**src/rtl/mux2n1_arbiter_if.sv**
```systemverilog
// Request/data/grant bundle between two requesters and the 2:1 arbiter.
// The requesters drive the master side and the arbiter drives the slave side.
interface mux2n1_arbiter_if;
    logic       req0;
    logic       req1;
    logic [3:0] in0;
    logic [3:0] in1;
    logic       grant0;
    logic       grant1;
    logic       sel;
    logic [3:0] out_data;
    logic       out_valid;

    modport master (
        output req0, req1, in0, in1,
        input  grant0, grant1, sel, out_data, out_valid
    );

    modport slave (
        input  req0, req1, in0, in1,
        output grant0, grant1, sel, out_data, out_valid
    );
endinterface

```
**src/rtl/mux2n1_arbiter.sv**
```systemverilog
// Two-requester round-robin arbiter that drives a shared, registered 4-bit 2:1 mux.
// The current holder is forced to hand over after HOLD_MAX cycles only while the other side waits.
module mux2n1_arbiter #(
    parameter int unsigned HOLD_MAX = 4
) (
    input logic              clk_i,
    input logic              rst_ni,
    mux2n1_arbiter_if.slave  bus
);
    localparam int unsigned     CntW     = (HOLD_MAX > 1) ? $clog2(HOLD_MAX) : 1;
    localparam logic [CntW-1:0] HoldLast = CntW'(HOLD_MAX - 1);

    typedef enum logic [1:0] {StIdle, StGnt0, StGnt1} state_e;

    state_e          state_q, state_d;
    logic            last_q, last_d;
    logic [CntW-1:0] hold_q, hold_d;
    logic            sel_q, sel_d;
    logic [3:0]      out_q, out_d;
    logic            valid_q, valid_d;

    always_comb begin
        state_d = state_q;
        unique case (state_q)
            StIdle: begin
                if (bus.req0 && bus.req1) state_d = last_q ? StGnt0 : StGnt1;
                else if (bus.req0)        state_d = StGnt0;
                else if (bus.req1)        state_d = StGnt1;
            end
            StGnt0: begin
                if (!bus.req0)                      state_d = bus.req1 ? StGnt1 : StIdle;
                else if (bus.req1 && hold_q == HoldLast) state_d = StGnt1;
            end
            StGnt1: begin
                if (!bus.req1)                      state_d = bus.req0 ? StGnt0 : StIdle;
                else if (bus.req0 && hold_q == HoldLast) state_d = StGnt0;
            end
            default: state_d = StIdle;
        endcase
    end

    always_comb begin
        last_d = last_q;
        sel_d  = sel_q;
        hold_d = hold_q;
        if (state_d != state_q) begin
            hold_d = '0;
            if (state_d == StGnt0) begin
                last_d = 1'b0;
                sel_d  = 1'b0;
            end else if (state_d == StGnt1) begin
                last_d = 1'b1;
                sel_d  = 1'b1;
            end
        end else if (hold_q != HoldLast) begin
            hold_d = hold_q + CntW'(1);
        end
    end

    // Data is captured only while the owner is still requesting.
    always_comb begin
        out_d   = out_q;
        valid_d = 1'b0;
        if (state_q == StGnt0 && bus.req0) begin
            out_d   = bus.in0;
            valid_d = 1'b1;
        end else if (state_q == StGnt1 && bus.req1) begin
            out_d   = bus.in1;
            valid_d = 1'b1;
        end
    end

    always_ff @(posedge clk_i or negedge rst_ni) begin
        if (!rst_ni) begin
            state_q <= StIdle;
            last_q  <= 1'b1;
            hold_q  <= '0;
            sel_q   <= 1'b0;
            out_q   <= 4'h0;
            valid_q <= 1'b0;
        end else begin
            state_q <= state_d;
            last_q  <= last_d;
            hold_q  <= hold_d;
            sel_q   <= sel_d;
            out_q   <= out_d;
            valid_q <= valid_d;
        end
    end

    assign bus.grant0    = (state_q == StGnt0);
    assign bus.grant1    = (state_q == StGnt1);
    assign bus.sel       = sel_q;
    assign bus.out_data  = out_q;
    assign bus.out_valid = valid_q;
endmodule

```
**src/flat_wrapper.sv**
```systemverilog
// flat-port wrapper written by rule: the top's interface ports become plain ports
module mux2n1_arbiter_flat 
#(
    parameter int unsigned HOLD_MAX = 4
)
  (clk_i, rst_ni, bus_req0, bus_req1, bus_in0, bus_in1, bus_grant0, bus_grant1, bus_sel, bus_out_data, bus_out_valid);
  mux2n1_arbiter_if bus_i ();
  input logic clk_i;
  input logic rst_ni;
  input wire logic [$bits(bus_i.req0)-1:0] bus_req0;
  input wire logic [$bits(bus_i.req1)-1:0] bus_req1;
  input wire logic [$bits(bus_i.in0)-1:0] bus_in0;
  input wire logic [$bits(bus_i.in1)-1:0] bus_in1;
  output wire logic [$bits(bus_i.grant0)-1:0] bus_grant0;
  output wire logic [$bits(bus_i.grant1)-1:0] bus_grant1;
  output wire logic [$bits(bus_i.sel)-1:0] bus_sel;
  output wire logic [$bits(bus_i.out_data)-1:0] bus_out_data;
  output wire logic [$bits(bus_i.out_valid)-1:0] bus_out_valid;
  assign bus_i.req0 = bus_req0;
  assign bus_i.req1 = bus_req1;
  assign bus_i.in0 = bus_in0;
  assign bus_i.in1 = bus_in1;
  assign bus_grant0 = bus_i.grant0;
  assign bus_grant1 = bus_i.grant1;
  assign bus_sel = bus_i.sel;
  assign bus_out_data = bus_i.out_data;
  assign bus_out_valid = bus_i.out_valid;
  mux2n1_arbiter #(.HOLD_MAX(HOLD_MAX)) u_core (.clk_i(clk_i), .rst_ni(rst_ni), .bus(bus_i));
endmodule
```
**config.mk**
```make
export PLATFORM = sky130hd
export DESIGN_NAME = mux2n1_arbiter_flat
export DESIGN_NICKNAME = d
export VERILOG_FILES = /design/src/rtl/mux2n1_arbiter_if.sv /design/src/rtl/mux2n1_arbiter.sv /design/src/flat_wrapper.sv
export SDC_FILE = /design/constraint.sdc
export NUM_CORES = 1
export LEC_CHECK = 0
export ABC_AREA = 1
export CELL_PAD_IN_SITES_DETAIL_PLACEMENT = 0
export CELL_PAD_IN_SITES_GLOBAL_PLACEMENT = 1
export CORE_MARGIN = 2
export CORE_UTILIZATION = 34
export DETAILED_ROUTE_END_ITERATION = 7
export GPL_ROUTABILITY_DRIVEN = 0
export PLACE_DENSITY_LB_ADDON = 0.15
export SLEW_MARGIN = 40
export SYNTH_ARGS = -nofsm -noshare
export SYNTH_HDL_FRONTEND = slang
export SYNTH_SLANG_ARGS = --single-unit
```
**constraint.sdc**
```tcl
create_clock -name clk_i -period 3.95 [get_ports clk_i]
set_input_delay 0.79 -clock clk_i [delete_from_list [all_inputs] [get_ports clk_i]]
set_output_delay 0.79 -clock clk_i [all_outputs]
set_load 0.1 [all_outputs]
```
### After elaboration in Yosys (flattened, before gate mapping)

Cells that the tools add are included.

| cells by class | value |
|---|---|
| add/subtract/negate cells | 1 |
| equality and inequality tests | 7 |
| multiplexer cells | 19 |
| reduce and logical (&&, ||, !) cells | 10 |

Operator list:

| operator | count |
|---|---|
| 2-to-1 mux 2 bit | 11 |
| 2-to-1 mux 4 bit | 2 |
| == test 2 bit, second input constant | 3 |
| one-hot mux 2 bit (3 select lines) | 1 |
| nonzero test 2 bit | 3 |
| logical AND 1 bit | 5 |
| 2-to-1 mux 1 bit | 5 |
| == test 2 x 1 -> 1 bit, second input constant | 2 |
| adder 2 x 1 -> 2 bit, second input constant | 1 |
| logical NOT 2 bit | 1 |
| != test 2 bit | 1 |
| != test 2 bit, second input constant | 1 |
| AND reduction 2 bit | 1 |

| storage, ports and cells | value |
|---|---|
| flip-flop bits (word level) | 11 |
| input port bits | 12 |

### Logic depth before layout (Yosys ltp)

Gate-level depths: netlist of run 1.

| logic depth | value |
|---|---|
| depth after elaboration | 8 |
| mapped depth | 11 |
| gate-level depth less buffers | 11 |

### Least setup slack after synthesis of run 1

No wires, ideal clock.

| path | value |
|---|---|
| kind | reg2reg |
| start | register u_core.state_q[0] |
| end | register u_core.sel_q (netlist: u_core.bus.sel) |
| setup time | 122 ps |
| arrival | 2071 ps |
| required time | 3828 ps |
| slack | 1757 ps |
| stages on the path, launching flop included | 9 |
| buffers on the path | 0 |
| cell sequence | dfrtp_1 > nor2_2 > nand3_1 > nand3_1 > ha_1 > inv_1 > nand2_1 > nand2_1 > nand2_1 |

| between the ends | value |
|---|---|
| elaborated cells between the ends (all ways) | 17 |
| classes of those cells | eq/ne: 5; mux: 9; reduce/logical: 3 |

RTL lines:

| item | RTL line | RTL |
|---|---|---|
| from (decl) | mux2n1_arbiter.sv:15 | `state_e state_q, state_d;` |
| from (signal assigned) | mux2n1_arbiter.sv:75 | `state_q <= StIdle;` |
| from (signal assigned) | mux2n1_arbiter.sv:82 | `state_q <= state_d;` |
| == test 2 bit (*) | n/a |  |
| via bus_grant1 | flat_wrapper.sv:15 | `output wire logic [$bits(bus_i.grant1)-1:0] bus_grant1;` |
| one-hot mux 2 bit (3 select lines) (*) | mux2n1_arbiter.sv:24 | `unique case (state_q)` |
| via u_core.state_d[0] | mux2n1_arbiter.sv:15 |  |
| == test 2 bit or == test 2 x 1 -> 1 bit (tied branches) | mux2n1_arbiter.sv:51, mux2n1_arbiter.sv:48 |  |
| nonzero test 2 bit (no line) | n/a |  |
| AND reduction 2 bit (no line) | n/a |  |
| to (signal assigned) | mux2n1_arbiter.sv:85 | `sel_q <= sel_d;` |
| to (decl) | mux2n1_arbiter.sv:18 | `logic sel_q, sel_d;` |

The timed path passes the listed nets; every way through them passes the cells marked *.
A chain may end at the register's enable or synchronous reset.

### Worst setup path after layout of run 1

| path | value |
|---|---|
| start | input port bus_req0 |
| end | register u_core.sel_q (netlist: u_core.bus.sel) |

| between the ends | value |
|---|---|
| word-level cells in the longest chain between the ends | 7 |
| elaborated cells between the ends (all ways) | 15 |
| classes of those cells | eq/ne: 3; mux: 8; reduce/logical: 4 |

RTL lines:

| item | RTL line | RTL |
|---|---|---|
| from (decl) | flat_wrapper.sv:10 | `input wire logic [$bits(bus_i.req0)-1:0] bus_req0;` |
| logical AND 1 bit | mux2n1_arbiter.sv:36 | `else if (bus.req0 && hold_q == HoldLast) state_d = StGnt0;` |
| 2-to-1 mux 2 bit | mux2n1_arbiter.sv:36 |  |
| 2-to-1 mux 2 bit | mux2n1_arbiter.sv:35 | `if (!bus.req1) state_d = bus.req0 ? StGnt0 : StIdle;` |
| one-hot mux 2 bit (3 select lines) (*) | mux2n1_arbiter.sv:24 |  |
| == test 2 bit or == test 2 x 1 -> 1 bit (tied branches) | mux2n1_arbiter.sv:51, mux2n1_arbiter.sv:48 |  |
| nonzero test 2 bit (no line) | n/a |  |
| AND reduction 2 bit (no line) | n/a |  |

Mark *: on every way between the ends. The rest lies on a longest branch, timed or not.

==> results of run 1 <==
[registers in the layout, indices dropped and copies added, names as in the netlist]
signal and flops:
u_core.bus.out_data 4, u_core.bus.out_valid 1, u_core.bus.sel 1, u_core.hold_q 2, u_core.last_q 1, u_core.state_q 2
[cells in the mapped netlist, drive strengths merged]
cell type / instances
nor2: 13
o21ai: 1
mux2i: 1
xor2: 1
ha: 2
o21a: 1
nand2: 22
dfstp: 1
buf: 1
dfrtp: 10
nand3: 11
a31oi: 4
inv: 10
[worst max-delay path, delay by kind of cell]
family                   cells  cell delay [ns]
AND/OR/NAND/NOR              8             0.59
buffers and inverters        3             0.89
adder cells (fa/ha/maj)      1             0.24
[kinds of logic after synthesis]
logic type	share of synthesized area [%]
buf+inv	7.75
fa+ha+maj	3.98
compound gates	7.75
xor+xnor	1.39
mux	1.59
flops	43.9
simple gates	33.6
[through the flow]
step / area, um2 / utilization (%) / cells / hold WS (ns)
global route: 826 / 47.8 / 125 / 0.492
CTS: 826 / 47.8 / 125 / 0.468
detailed placement: 800 / 46.3 / 121 / 0.457
global placement: 840 / 48.6 / 121 / 0.456
floorplan: 629 / - / 78 / 0.442
finish: 826 / 47.8 / 125 / 0.462
[final cells by class]
cell class / instances / area, um2
sequential: 11 / 277
multi-input combinational: 56 / 304
tap: 25 / 31.3
timing repair buffer: 19 / 150
fill: 185 / 901
clock buffer: 4 / 26.3
inverter: 10 / 37.5
[metal layers]
metal,track usage [%],vias to the layer above,routed length [um]
met1,16.3,244,558
met4,6.67,0,0
li1,-,294,-
met5,0,-,0
met2,23.0,13,583
met3,3.46,0,72
[path summary, 6_finish.rpt]
kind,start,to,slack [ns],cells past startpoint
worst min register to register,u_core.last_q,u_core.last_q,0.46,2
worst max register to register,u_core.hold_q[0],u_core.bus.sel,2.21,11
worst min-delay path,u_core.last_q,u_core.last_q,0.46,2
min in group asynchronous,rst_ni,u_core.bus.out_data[1],0.86,1
max in group asynchronous,rst_ni,u_core.last_q,2.73,1
worst max-delay path,bus_req0,u_core.bus.sel,1.60,12
==> summary.txt, run 1 <==
Status
  – Outcome: complete, no violations

Global routing
  – Largest net degree at the start of global routing: 13
  – Total global routing overflow: 0
  – Number of global-route vias before repair: 520
  – Antenna violations before repair: 0
  – First-pass GRT wire length: 2.08 mm
  – GRT Util Overall: 13.7%

Critical path
  – Slowest cell on crit path: clkdlybuf4s50_1
  – Max FO, Critical Path: 12
  – Worst path most repeated cell: nand2_1
  – CP required: 4.11 ns
  – Crit path cell chain: clkdlybuf4s50_1, nand2_1, nand2_1, inv_1, nand2_1, nand2_1, nor2_1, ha_1, inv_1, nand2_1, nand2_1, nand2_1
  – Worst EP arrival: 2.51 ns
  – CP startpoint kind: input pin
  – Crit end category: flop
  – CP Class: in2reg
  – Worst stage delay on the critical path: 0.77 ns

Finish
  – Commonest non-fill, non-tap cell in the layout: nand2_1
  – Share of cells above drive strength 1: 23.0%
  – Ant diodes: 0
  – Area growth, synth to finish: 31.2%
  – Final net count: 115
  – Highest-count cells in the layout ignoring fill and taps: nand2_1 (18), nor2_1 (11), nand3_1 (11), clkdlybuf4s50_1 (11), dfrtp_1 (10)

Routing
  – Wire per inst: 9.71 um
  – First-pass iteration count of the detailed router: 3
  – Vias per cell: 4.41
  – Antenna Violating Nets Remaining: 0
  – Routed WL: 1.21 mm
  – Detailed Route Iter0 Violations: 6
  – Via count: 551
  – Residual DRC count: 0

STA
  – Worst Tran Pin Value: 0.501 ns
  – Final Max Slew Viols: 0
  – Maximum clock rate: 425 MHz
  – RSZ-0062 raised after global routing: no
  – Worst clock skew: 0.00324 ns
  – Final hold viol count: 0
  – Total negative slack: 0 ns
  – Period utilization: 59.5%
  – Final worst setup slack: 1.60 ns
  – Slew headroom: 66.5%
  – Final count of negative-setup-slack endpoints: 0
  – Clock period minus worst slack: 2.35 ns

Clock tree
  – Clock tree root buffer cell: clkbuf_4
  – CTS H-tree depth: 1
  – Clock slew at reported path FFs: 0.07 ns
  – CTS tree: built
  – Clock Path Buffers: 2
  – Setup repair bufs after CTS: 0
  – Worst skew pair latency: 0.26 ns
  – Sink Count: 11
  – Hold buffers post-CTS: 0
  – CTS buffer count: 3
  – Post-CTS sizing: 0

Floorplanning
  – Die height: 47.0 um
  – Die X-Extent: 47.0 um
  – Die ar.: 2210 um2
  – # rows: 15
  – Initial Util: 36.4%
  – I/O pin cnt: 20
  – Core area: 1730 um2

Logic synthesis
  – Top-area cell type share of the netlist area: 39.8%
  – Area of the mapped netlist: 629 um2
  – Avg Cell Area, Syn: 8.07 um2
  – Yosys reg bits: 11
  – Yosys warning total: 0
  – Synthesized Nets: 92
  – Synth unique cells: 17
  – Synth area leader: dfrtp_1
  – Largest cells by area after synthesis: dfrtp_1 (40%), nand2_1 (11%), nand3_1 (8.7%)
  – Mapped Cells: 78
  – Seq/Total Area, Yosys: 43.9%

Placed design
  – Pre-CTS setup slack: 1.31 ns
  – Buffers on Ports: 19
  – HPWL after DPL: 970 um

Job
  – Max-cap violations: 0

Hold path
  – Hold Crit Class: reg2reg
Power of run 1 is not shown: default switching activity piles up to over one toggle a cycle in this logic, so the estimate is an artifact.
==> run 2, diff against run 1 <==
--- a/config.mk
+++ b/config.mk
@@ -9,7 +9,7 @@
 export CELL_PAD_IN_SITES_DETAIL_PLACEMENT = 0
 export CELL_PAD_IN_SITES_GLOBAL_PLACEMENT = 1
 export CORE_MARGIN = 2
-export CORE_UTILIZATION = 34
+export CORE_UTILIZATION = 31
 export DETAILED_ROUTE_END_ITERATION = 7
 export GPL_ROUTABILITY_DRIVEN = 0
 export PLACE_DENSITY_LB_ADDON = 0.15
==> constraint.sdc (replaced) <==
create_clock -name clk_i -period 2.46 [get_ports clk_i]
set_input_delay 0.492 -clock clk_i [delete_from_list [all_inputs] [get_ports clk_i]]
set_output_delay 0.492 -clock clk_i [all_outputs]
set_load 0.1 [all_outputs]
==> summary.txt, run 2 (synthesis gave the netlist of run 1 again) <==
Status
  – Outcome: complete, no violations

Finish
  – Commonest non-fill, non-tap cell in the layout: nand2_1
  – Fin cells: 128
  – Highest-count cells in the layout ignoring fill and taps: nand2_1 (18), nor2_1 (11), nand3_1 (11), clkdlybuf4s50_1 (11), dfrtp_1 (10)
  – Ant diodes: 0
  – Filler cell count: 217
  – Number of flip-flops under the largest register name: 4
  – Area growth, synth to finish: 36.0%
  – Final net count: 116
  – Share of cells above drive strength 1: 23.8%

STA
  – Worst Tran Pin Value: 0.508 ns
  – Period utilization: 78.7%
  – Clock period minus worst slack: 1.94 ns
  – Worst clock skew: 0.00767 ns
  – Total negative slack: 0 ns
  – Final Max Slew Viols: 0
  – RSZ-0062 raised after global routing: no
  – Final hold viol count: 0
  – Final count of negative-setup-slack endpoints: 0
  – Maximum clock rate: 516 MHz
  – Slew headroom: 66.0%

Critical path
  – CP startpoint kind: input pin
  – CP required: 2.62 ns
  – Reg2reg path depth: 11
  – Worst EP arrival: 2.10 ns
  – R2R Path Start: u_core.hold_q[0]
  – Crit end category: flop
  – Max FO, Critical Path: 8
  – CP Class: in2reg
  – Worst R2R End: u_core.bus.sel
  – Flop2flop setup slack: 0.73 ns

Placed design
  – HPWL after DPL: 1.02 mm
  – DP Cell Count: 124
  – Buffers on Ports: 19

Routing
  – Detailed Route Iter0 Violations: 9
  – Via count: 572
  – Wire per inst: 10.3 um
  – Antenna Violating Nets Remaining: 0
  – Residual DRC count: 0
  – Routed WL: 1.32 mm
  – Vias per cell: 4.47
  – First-pass iteration count of the detailed router: 4

Clock tree
  – Clock Path Buffers: 2
  – Worst skew pair latency: 0.28 ns
  – Clock tree root buffer cell: clkbuf_4
  – Sink Count: 11
  – CTS H-tree depth: 1
  – Clock slew at reported path FFs: 0.07 ns
  – Setup repair bufs after CTS: 0
  – CTS buffer count: 3
  – CTS tree: built
  – Post-CTS sizing: 0
  – Hold buffers post-CTS: 0

Floorplanning
  – Initial Util: 32.4%
  – I/O pin cnt: 20
  – # rows: 16
  – Die ar.: 2410 um2
  – Die X-Extent: 49.1 um
  – Die height: 49.1 um
  – Core area: 1940 um2

Global routing
  – First-pass GRT wire length: 2.39 mm
  – GRT Util Overall: 13.4%
  – Largest net degree at the start of global routing: 12
  – Number of global-route vias before repair: 544
  – Total global routing overflow: 0
  – Antenna violations before repair: 0

Hold path
  – WHS Endpoint: u_core.last_q
  – Hold path cells: 2
  – Hold Crit Class: reg2reg
  – Min-delay src: u_core.last_q

Job
  – Max-cap violations: 0
## run 2: metrics by stage
stage          cell area (um2)  setup slack, ns  util, %  hold slack, ns
2_1_floorplan              629            0.267        -           0.196
5_1_grt                    856            0.364     44.1           0.477
4_1_cts                    856            0.502     44.1           0.467
3_5_place_dp               830            0.210     42.7           0.456
6_report                   856            0.523     44.1           0.464
3_3_place_gp               830            0.236     42.7           0.465
## run 2: worst max-delay path: stages
cell and delay, ns:
clkdlybuf4s50_1 0.66, nand2_1 0.08, nand2_1 0.09, inv_1 0.05
nand2_1 0.05, nand2_1 0.08, nor2_1 0.13, ha_1 0.24
inv_1 0.07, nand2_1 0.06, nand2_1 0.06, nand2_1 0.04
## run 2: worst max path at each step
stage                            startpoint             end  slack, ns
after CTS                          bus_req0  u_core.bus.sel       0.50
after detailed placement           bus_req0  u_core.bus.sel       0.21
after floorplan           u_core.state_q[0]  u_core.bus.sel       0.27
final                              bus_req0  u_core.bus.sel       0.52
after global placement             bus_req0  u_core.bus.sel       0.24
after global routing               bus_req0  u_core.bus.sel       0.36
## run 2: area by class of cell
cell class | count | area (um2) | share of cell area [%]
Clock buffer | 4 | 26.3 | 3.07
Inverter | 10 | 37.5 | 4.39
Timing Repair Buffer | 20 | 178 | 20.8
Sequential cell | 11 | 277 | 32.3
Multi-Input combinational cell | 56 | 304 | 35.5
Tap cell | 27 | 33.8 | 3.95
## run 2: layer usage
metal,share of wire [%],track usage [%]
met1,48,16.3
met2,45,20.3
met3,5.5,4.29
met4,2.1,8.57
met5,0,0
Power of run 2 is left out for the same reason.
